===== src/rtl/gcbp_encoder_if.sv =====
// Pixel-stream and BRAM-write bundle for the Gray-code bit-plane encoder.
// Combinational bundle only; the encoder owns all timing.
// No backpressure: the pixel source pushes and the BRAM write port always accepts.
interface gcbp_encoder_if;
  logic [8:0]   i_luma_data;
  logic         i_new_line;
  logic         i_luma_data_valid;
  logic [8:0]   i_line_cnt;
  logic         i_new_frame;
  logic [8:0]   o_bram_array_write_addr;
  logic [127:0] o_bram_array_write_data;
  logic [15:0]  o_bram_array_write_enable;
  logic [1:0]   o_next_frame_loc;
  logic [1:0]   o_curr_frame_loc;
  logic [1:0]   o_prev_frame_loc;

  // Pixel source / BRAM consumer side
  modport master (
    output i_luma_data, i_new_line, i_luma_data_valid, i_line_cnt, i_new_frame,
    input  o_bram_array_write_addr, o_bram_array_write_data, o_bram_array_write_enable,
    input  o_next_frame_loc, o_curr_frame_loc, o_prev_frame_loc
  );

  // Encoder side
  modport slave (
    input  i_luma_data, i_new_line, i_luma_data_valid, i_line_cnt, i_new_frame,
    output o_bram_array_write_addr, o_bram_array_write_data, o_bram_array_write_enable,
    output o_next_frame_loc, o_curr_frame_loc, o_prev_frame_loc
  );
endinterface


===== src/rtl/gcbp_encoder.sv =====
// Gray-code bit-plane extractor: packs one plane of a 128-pixel line window into byte-lane BRAM writes.
// Latency: one clock from the pixel completing a byte to its write; frame slots rotate one clock after i_new_frame.
// No backpressure: every pixel is consumed on arrival; GCBP_FLUSH_EN also writes a partial byte on i_new_line.
module gcbp_encoder #(
  parameter int BIT_PLANE = 4,
  parameter int H_START   = 296
) (
  input  logic          i_clk,
  input  logic          i_resetn,
  gcbp_encoder_if.slave bus
);

  localparam logic [10:0] H_LO    = 11'(H_START);
  localparam logic [10:0] H_END   = 11'(H_START + 128);
  localparam logic [10:0] CNT_MAX = 11'h7FF;

  logic [10:0]  pix_cnt_q, pix_cnt_d;
  logic [7:0]   shift_q, shift_d;
  logic [8:0]   addr_q, addr_d;
  logic [127:0] data_q, data_d;
  logic [15:0]  en_q, en_d;
  logic [1:0]   next_q, next_d;
  logic [1:0]   curr_q, curr_d;
  logic [1:0]   prev_q, prev_d;

  logic [7:0]  luma;
  logic [7:0]  gray;
  logic        plane_bit;
  logic        luma_unused;
  logic [10:0] pix_idx;
  logic        in_win;
  logic [6:0]  win_idx;

  assign luma        = bus.i_luma_data[7:0];
  assign luma_unused = bus.i_luma_data[8];
  assign gray        = luma ^ (luma >> 1);
  assign plane_bit   = |(gray & (8'd1 << BIT_PLANE));

  // A new_line coinciding with a pixel makes that pixel index 0 of the new line.
  assign pix_idx = bus.i_new_line ? 11'd0 : pix_cnt_q;
  assign in_win  = bus.i_luma_data_valid && (pix_idx >= H_LO) && (pix_idx < H_END);
  assign win_idx = 7'(pix_idx - H_LO);

`ifdef GCBP_FLUSH_EN
  logic [8:0] line_q, line_d;
  logic [6:0] done_idx;
  logic [2:0] part_n;
  logic       part_pend;
  logic [7:0] part_byte;

  // pix_cnt_q counts pixels already seen, so its window offset gives bits captured so far.
  assign done_idx  = 7'(pix_cnt_q - H_LO);
  assign part_n    = done_idx[2:0];
  assign part_pend = bus.i_new_line && (pix_cnt_q > H_LO) && (pix_cnt_q < H_END) && (part_n != 3'd0);
  assign part_byte = shift_q << (4'd8 - {1'b0, part_n});

  // Remember the line of the last captured pixel so a flushed byte lands on its own line.
  always_comb begin
    line_d = line_q;
    if (in_win) line_d = bus.i_line_cnt;
  end

  // Line-number register for flushed partial bytes.
  always_ff @(posedge i_clk) begin
    if (!i_resetn) line_q <= '0;
    else           line_q <= line_d;
  end
`endif

  // Pixel counting, bit-plane shifting, write generation and frame-slot rotation.
  always_comb begin
    pix_cnt_d = pix_cnt_q;
    shift_d   = shift_q;
    addr_d    = addr_q;
    data_d    = data_q;
    en_d      = '0;
    next_d    = next_q;
    curr_d    = curr_q;
    prev_d    = prev_q;

    if (bus.i_new_line) begin
      pix_cnt_d = '0;
      shift_d   = '0;
    end

    if (bus.i_luma_data_valid) begin
      pix_cnt_d = (pix_idx == CNT_MAX) ? CNT_MAX : pix_idx + 11'd1;
    end

`ifdef GCBP_FLUSH_EN
    if (part_pend) begin
      addr_d = line_q;
      data_d = {16{part_byte}};
      en_d   = 16'd1 << done_idx[6:3];
    end
`endif

    if (in_win) begin
      shift_d = {shift_d[6:0], plane_bit};
      if (win_idx[2:0] == 3'd7) begin
        addr_d = bus.i_line_cnt;
        data_d = {16{shift_d}};
        en_d   = 16'd1 << win_idx[6:3];
      end
    end

    if (bus.i_new_frame) begin
      next_d = prev_q;
      curr_d = next_q;
      prev_d = curr_q;
    end
  end

  // State and output registers; synchronous reset restores the initial slot order.
  always_ff @(posedge i_clk) begin
    if (!i_resetn) begin
      pix_cnt_q <= '0;
      shift_q   <= '0;
      addr_q    <= '0;
      data_q    <= '0;
      en_q      <= '0;
      next_q    <= 2'd0;
      curr_q    <= 2'd2;
      prev_q    <= 2'd1;
    end else begin
      pix_cnt_q <= pix_cnt_d;
      shift_q   <= shift_d;
      addr_q    <= addr_d;
      data_q    <= data_d;
      en_q      <= en_d;
      next_q    <= next_d;
      curr_q    <= curr_d;
      prev_q    <= prev_d;
    end
  end

  assign bus.o_bram_array_write_addr   = addr_q;
  assign bus.o_bram_array_write_data   = data_q;
  assign bus.o_bram_array_write_enable = en_q;
  assign bus.o_next_frame_loc          = next_q;
  assign bus.o_curr_frame_loc          = curr_q;
  assign bus.o_prev_frame_loc          = prev_q;

endmodule


===== src/flat_wrapper.sv =====
// flat-port wrapper written by rule: the top's interface ports become plain ports
module gcbp_encoder_flat 
#(
  parameter int BIT_PLANE = 4,
  parameter int H_START   = 296
)
  (i_clk, i_resetn, bus_i_luma_data, bus_i_new_line, bus_i_luma_data_valid, bus_i_line_cnt, bus_i_new_frame, bus_o_bram_array_write_addr, bus_o_bram_array_write_data, bus_o_bram_array_write_enable, bus_o_next_frame_loc, bus_o_curr_frame_loc, bus_o_prev_frame_loc);
  gcbp_encoder_if bus_i ();
  input  logic i_clk;
  input  logic i_resetn;
  input wire logic [$bits(bus_i.i_luma_data)-1:0] bus_i_luma_data;
  input wire logic [$bits(bus_i.i_new_line)-1:0] bus_i_new_line;
  input wire logic [$bits(bus_i.i_luma_data_valid)-1:0] bus_i_luma_data_valid;
  input wire logic [$bits(bus_i.i_line_cnt)-1:0] bus_i_line_cnt;
  input wire logic [$bits(bus_i.i_new_frame)-1:0] bus_i_new_frame;
  output wire logic [$bits(bus_i.o_bram_array_write_addr)-1:0] bus_o_bram_array_write_addr;
  output wire logic [$bits(bus_i.o_bram_array_write_data)-1:0] bus_o_bram_array_write_data;
  output wire logic [$bits(bus_i.o_bram_array_write_enable)-1:0] bus_o_bram_array_write_enable;
  output wire logic [$bits(bus_i.o_next_frame_loc)-1:0] bus_o_next_frame_loc;
  output wire logic [$bits(bus_i.o_curr_frame_loc)-1:0] bus_o_curr_frame_loc;
  output wire logic [$bits(bus_i.o_prev_frame_loc)-1:0] bus_o_prev_frame_loc;
  assign bus_i.i_luma_data = bus_i_luma_data;
  assign bus_i.i_new_line = bus_i_new_line;
  assign bus_i.i_luma_data_valid = bus_i_luma_data_valid;
  assign bus_i.i_line_cnt = bus_i_line_cnt;
  assign bus_i.i_new_frame = bus_i_new_frame;
  assign bus_o_bram_array_write_addr = bus_i.o_bram_array_write_addr;
  assign bus_o_bram_array_write_data = bus_i.o_bram_array_write_data;
  assign bus_o_bram_array_write_enable = bus_i.o_bram_array_write_enable;
  assign bus_o_next_frame_loc = bus_i.o_next_frame_loc;
  assign bus_o_curr_frame_loc = bus_i.o_curr_frame_loc;
  assign bus_o_prev_frame_loc = bus_i.o_prev_frame_loc;
  gcbp_encoder #(.BIT_PLANE(BIT_PLANE), .H_START(H_START)) u_core (.i_clk(i_clk), .i_resetn(i_resetn), .bus(bus_i));
endmodule

===== config.mk =====
export PLATFORM = sky130hd
export DESIGN_NAME = gcbp_encoder_flat
export DESIGN_NICKNAME = d
export VERILOG_FILES = /design/src/rtl/gcbp_encoder_if.sv /design/src/rtl/gcbp_encoder.sv /design/src/flat_wrapper.sv
export SDC_FILE = /design/constraint.sdc
export NUM_CORES = 1
export LEC_CHECK = 0
export CAP_MARGIN = 20
export CORE_MARGIN = 2
export CORE_UTILIZATION = 43
export CTS_CLUSTER_SIZE = 40
export DETAILED_ROUTE_END_ITERATION = 10
export GPL_ROUTABILITY_DRIVEN = 1
export PLACE_DENSITY_LB_ADDON = 0.08
export SLEW_MARGIN = 10
export SYNTH_ARGS = -nofsm -noshare
export SYNTH_HDL_FRONTEND = slang
export SYNTH_SLANG_ARGS = --single-unit

===== constraint.sdc =====
create_clock -name i_clk -period 4.4 [get_ports i_clk]
set_clock_uncertainty 0.1 [all_clocks]
set_input_delay 1.1 -clock i_clk [delete_from_list [all_inputs] [get_ports i_clk]]
set_output_delay 1.1 -clock i_clk [all_outputs]
set_load 0.01 [all_outputs]

==> results of run 1 <==
==> registers in the layout (all words and copies together), names as in the netlist <==
signal	cells
u_core.bus.o_bram_array_write_enable	16
u_core.bus.o_next_frame_loc	2
u_core.bus.o_bram_array_write_addr	9
u_core.bus.o_bram_array_write_data	8
u_core.pix_cnt_q	11
u_core.bus.o_prev_frame_loc	2
u_core.shift_q	7
u_core.bus.o_curr_frame_loc	2
==> cell usage in the layout, fill, tap and decap left out, types with 2 or more instances in the layout <==
| cell type | netlist | final |
|---|---|---|
| xnor2_1 | 3 | 3 |
| o21a_1 | 5 | 5 |
| and3_1 | 6 | 6 |
| dfxtp_1 | 57 | 57 |
| o21ai_0 | 4 | 4 |
| nand2_1 | 42 | 42 |
| nand4_1 | 3 | 3 |
| clkbuf_8 | 0 | 12 |
| a31oi_1 | 3 | 3 |
| and4b_1 | 3 | 3 |
| buf_4 | 121 | 2 |
| inv_1 | 4 | 4 |
| nor2b_1 | 16 | 16 |
| a21oi_1 | 3 | 3 |
| nand3_1 | 2 | 2 |
| clkdlybuf4s50_1 | 0 | 174 |
| nand3b_1 | 2 | 2 |
| ha_1 | 5 | 5 |
| xor2_1 | 2 | 2 |
| mux2i_1 | 31 | 31 |
| nor2_1 | 12 | 12 |
| clkinv_2 | 0 | 3 |
| nand2b_1 | 5 | 5 |
| and2_1 | 6 | 6 |
==> logic make-up (layout without fill, tap and decap cells) <==
family          after synthesis  after routing  synth area share
flops                        57             57             0.339
simple gates                108            108             0.182
fa+ha+maj                     5              5            0.0186
compound gates               23             23            0.0524
mux                          31             31            0.0922
xor+xnor                      6              6            0.0178
buf+inv                     139            196             0.298
==> layer usage <==
metal / track usage / wire length, um
met1: 0.177 / 2810
met2: 0.251 / 3100
met3: 0.0529 / 490
met4: 0.0485 / 62
met5: 0 / 0
==> per-stage QoR <==
step	std cells	worst slack (ps)	instance area [um^2]	power, mW
after floorplan	369	1400	3370	0.562
after global placement	513	805	4280	0.588
after detailed placement	513	739	4280	0.590
after CTS	528	1070	4460	1.03
after global routing	528	905	4460	1.06
final	528	1080	4460	1.02
==> cell type report <==
type / count / area, um^2 / share of cell area
clock inverter: 3 / 15.0 / 0.00336
inverter: 4 / 15.0 / 0.00336
tap: 102 / 128 / 0.0286
sequential: 57 / 1140 / 0.256
multi-input combinational: 173 / 1220 / 0.274
timing repair buffer: 177 / 1780 / 0.398
clock buffer: 12 / 165 / 0.0370
==> worst register-to-register path, stage by stage, from the launching register on <==
cell and delay (ps):
dfxtp_1 330, nor2b_1 260, ha_1 280, ha_1 180
and4bb_2 230, nand2_1 80, nor2_4 340, buf_12 200
mux2i_1 190
==> how the worst max path moves through the flow <==
| stage | to | slack (ps) | cells after the start |
|---|---|---|---|
| after floorplan | u_core.bus.o_bram_array_write_enable[0] | 1400 | 10 |
| after global placement | u_core.bus.o_bram_array_write_data[123] | 800 | 9 |
| after detailed placement | u_core.bus.o_bram_array_write_data[123] | 740 | 9 |
| after CTS | u_core.bus.o_bram_array_write_data[123] | 1070 | 9 |
| after global routing | u_core.bus.o_bram_array_write_data[123] | 910 | 9 |
| final | u_core.bus.o_bram_array_write_data[123] | 1080 | 9 |
==> power by group through the flow <==
stage                     registers (mW)  logic, mW  clock network [mW]
after floorplan                    0.538     0.0242                   0
after global placement             0.537     0.0512                   0
after detailed placement           0.538     0.0521                   0
after CTS                          0.526     0.0523               0.451
after global routing               0.526     0.0573               0.479
final                              0.526     0.0515               0.438
==> run metrics, run 1 <==
via count 2,341; Max Fanout on Critical Path 9; Core Rows 32; critical path's slowest cell clkdlybuf4s50_1; Yosys top cell area share 0.339; reg2reg end u_core.bus.o_bram_array_write_data[123]; yosys warns 0; DIE AREA around 8600 um^2; initial detailed-routing violation count between 60 and 70; Area Growth Syn to Fin 32.6%; min cycle time layout 3320 ps; setup TNS 0 ps; Leak Pwr around 1.6 nW; Clock power frac 0.431; predominant post-synthesis flop cell dfxtp_1; Final Setup Violations 0; internal power 794 uW; CP startpoint bus_i_new_line; min-delay src u_core.bus.o_bram_array_write_addr[5]; cts bufs inserted 9; Critical Path RT between 4000 and 5000 ps; status complete, no violations; top post-synthesis cells by area dfxtp_1 (34%), buf_4 (27%), mux2i_1 (9.2%), nand2_1 (4.7%), nor2b_1 (3.0%); internal reg-to-reg setup slack between 2000 and 2500 ps; fin nets 450; delay-heaviest family, CP simple AND/OR/NAND/NOR gates; Worst EP arrival 3470 ps; Sink Count 57; Post-synth EDFFs 0; Routed wire per std cell between 10 and 15 um; ratio of cells with drive above 1 in the final layout 0.0681; Post-Syn Area per Cell ~9.1 um^2; CP Buf/Inv Count 2; Clock transition at path regs around 60 ps; Slew headroom 0.619; Clock Path Buffers 2; Sw Pwr ~220 uW; worst setup path class in -> reg; Peak Freq 0.301 GHz; Worst setup EP type flop; Hold Path End u_core.bus.o_bram_array_write_addr[5]; Diodes inserted 0; Switching Fraction 0.218; fin util 0.584; Seq/Total Area, Yosys 0.339; largest net degree at the start of global routing 43; Tcrit/Tclk final 0.754; DRC 0; Slew Viols, Final 0; synthesized instance count between 300 and 400; Top cell by count, worst path ha_1; Post CTS Setup Buffer Count 0; reg2reg path depth 8; Worst-Skew Late Latency around 330 ps; vias in the first global route just over 2,000; number of max-cap violations 0; R2R Path Start u_core.pix_cnt_q[0]; combinational power share 0.051; Worst setup SP type input pin; die width between 90 and 100 um; antenna violations before repair 0; starting density of the core 0.440; Seq cells post-synth 57; FILL cells between 600 and 700; Synth cell types 44; Post-synth top cells buf_4 (121), dfxtp_1 (57), nand2_1 (42), mux2i_1 (31), nor2b_1 (16); hold_buf cts 0; GRT Util Overall 0.149; core area 7650 um^2; Hold Crit Class reg -> reg; RD Place Congestion around 0.76; first-pass GRT wire length 10,200 um; DRT Pass-1 Iters 4; Final Hold Fails 0; CP Cell Sequence clkdlybuf4s50_1 -> nor2b_1 -> ha_1 -> ha_1 -> and4bb_2 -> nand2_1 -> nor2_4 -> buf_12 -> mux2i_1; die height between 90 and 100 um; smallest hold slack approximately 360 ps; Least-Margin Pin Slew around 570 ps; I/O pins approximately 180; I/O Buffers ~170; H-Tree Level Count 3; post-detail-place hpwl between 4000 and 5000 um; Post-DRT Antenna Nets 0; GRT overflow 0; vias per cell 4.43; final wirelength roughly 6500 um; hold depth 2; CTS tree built; count leader, synth buf_4; CTS root buf clkbuf_8; synthesized cell area ~3400 um^2; RSZ-0062 raised after global routing false; Synth area leader dfxtp_1; CP max stage delay between 500 and 600 ps; # resized after CTS 0; PD cells between 200 and 250 nW/um^2; Max rail drop VDD 143 uV; Mapped Nets between 300 and 400; Sequential Power Share 0.518; asr flop ratio synth 0
Power figures use the tool's default switching activity.
==> run 2, diff against run 1 <==
--- a/config.mk
+++ b/config.mk
@@ -7,7 +7,7 @@
 export LEC_CHECK = 0
 export CAP_MARGIN = 20
 export CORE_MARGIN = 2
-export CORE_UTILIZATION = 43
+export CORE_UTILIZATION = 36
 export CTS_CLUSTER_SIZE = 40
 export DETAILED_ROUTE_END_ITERATION = 10
 export GPL_ROUTABILITY_DRIVEN = 1
==> constraint.sdc (replaced) <==
create_clock -name i_clk -period 3 [get_ports i_clk]
set_clock_uncertainty 0.1 [all_clocks]
set_input_delay 0.75 -clock i_clk [delete_from_list [all_inputs] [get_ports i_clk]]
set_output_delay 0.75 -clock i_clk [all_outputs]
set_load 0.01 [all_outputs]
==> run metrics, run 2 (synthesized netlist as in run 1, its figures left out) <==
Max rail drop VDD between 200 and 250 uV; internal reg-to-reg setup slack 1020 ps; Critical Path RT between 3000 and 4000 ps; DP Area approximately 4300 um^2; Leak Pwr roughly 1.6 nW; die width roughly 100 um; Sink Count 57; Area Growth Syn to Fin 34.2%; Final Hold Fails 0; core area 9150 um^2; Routed wire per std cell ~12 um; Worst setup SP type input pin; vias in the first global route 2,083; H-Tree Level Count 3; I/O Buffers 174; met2 WL post-DR 3270 um; Hold Path End u_core.bus.o_bram_array_write_addr[1]; largest net degree at the start of global routing 33; worst setup path class in -> reg; cts bufs inserted 9; final wirelength a little under 7000 um; # resized after CTS 0; fin area 4520 um^2; ratio of cells with drive above 1 in the final layout 0.0764; Tcrit/Tclk final 0.867; CTS tree built; Least-Margin Pin Slew approximately 530 ps; I/O pins roughly 180; PD cells ~340 nW/um^2; fin nets between 400 and 500; vias per cell ~4.4; GRT overflow 0; Post-DRT Antenna Nets 0; Final Setup Violations 0; hold depth 2; FILL cells roughly 870; Post CTS Setup Buffer Count 0; max FFs per register 16; via count around 2,400; DIE AREA ~10,000 um^2; Diodes inserted 0; Slew Viols, Final 0; RD Place Congestion between 0.7 and 0.8; most common cell after layout, fill and taps aside clkdlybuf4s50_1; hold_buf cts 0; Max Used Layer met4; starting density of the core 0.368; Worst EP arrival 2720 ps; DRT Pass-1 Iters 4; met3 wire len about 430 um; number of max-cap violations 0; min cycle time layout roughly 2600 ps; status complete, no violations; Worst-Skew Late Latency 330 ps; GRT Util Overall 0.132; Clock Path Buffers 2; DRC 0; Clock transition at path regs 60 ps; Slew headroom 0.647; min-delay src u_core.bus.o_bram_array_write_addr[1]; Max Fanout on Critical Path 5; reg2reg end u_core.bus.o_bram_array_write_enable[6]; RSZ-0062 raised after global routing false; antenna violations before repair 0; WL met1 3000 um; R2R Path Start u_core.pix_cnt_q[0]; Pwr Total roughly 1.5 mW; initial detailed-routing violation count 54; Hold Crit Class reg -> reg; CTS root buf clkbuf_8; Worst setup EP type flop; setup TNS 0 ps; die height around 100 um; post-detail-place hpwl roughly 5200 um; Core Rows 35; Peak Freq 0.384 GHz; first-pass GRT wire length 10,500 um; reg2reg path depth 7; most frequent cells in the layout clkdlybuf4s50_1 (174), dfxtp_1 (57), nand2_1 (42)
[run 2: changes by cell type in the layout (fill, tap and decap cells not counted), sizes merged]
cell and delta:
buf +6, bufinv +1, clkbuf -1
[run 2: how the worst max path moves through the flow]
stage                         startpoint  slack, ps                                 endpoint  cells after the start
final                     bus_i_new_line        400  u_core.bus.o_bram_array_write_enable[0]                      9
after global routing      bus_i_new_line        300  u_core.bus.o_bram_array_write_enable[6]                      9
after CTS                 bus_i_new_line        410  u_core.bus.o_bram_array_write_enable[1]                      9
after detailed placement  bus_i_new_line         70  u_core.bus.o_bram_array_write_enable[1]                      9
after global placement    bus_i_new_line         80  u_core.bus.o_bram_array_write_enable[0]                      9
after floorplan           bus_i_new_line        350  u_core.bus.o_bram_array_write_enable[0]                     10
[run 2: cell type report]
type / count / area (um^2) / share of cell area
tap: 111 / 139 / 0.0308
sequential: 57 / 1140 / 0.253
clock inverter: 4 / 45.0 / 0.00998
timing repair buffer: 183 / 1820 / 0.403
clock buffer: 11 / 131 / 0.0291
inverter: 4 / 15.0 / 0.00333
multi-input combinational: 173 / 1220 / 0.271
[run 2: worst max-delay path, cell delays in order]
cell             delay, ps
clkdlybuf4s50_1        520
nand2b_1               140
inv_1                   60
ha_1                   190
ha_1                   200
and4bb_2               240
and3_1                 240
and4bb_1               240
and2_1                 150
[run 2: per-stage QoR]
step	std cells	setup slack (ps)	hold WS, ps	util
final	543	399	358	0.493
after global routing	543	297	376	0.493
after CTS	543	413	360	0.493
after detailed placement	528	71.2	348	0.474
after global placement	528	75.6	342	0.474
after floorplan	369	349	343	-
[run 2: metal layers]
layer,track usage,up-vias
met5,0,-
met4,0.0506,0
met3,0.0381,7
met2,0.217,89
met1,0.161,1097
li1,-,1202
[run 2: report_power, final]
group	total (mW)	switching, mW	internal (mW)
clock network	0.664	0.289	0.375
registers	0.771	0.00633	0.765
logic	0.0788	0.0345	0.0444
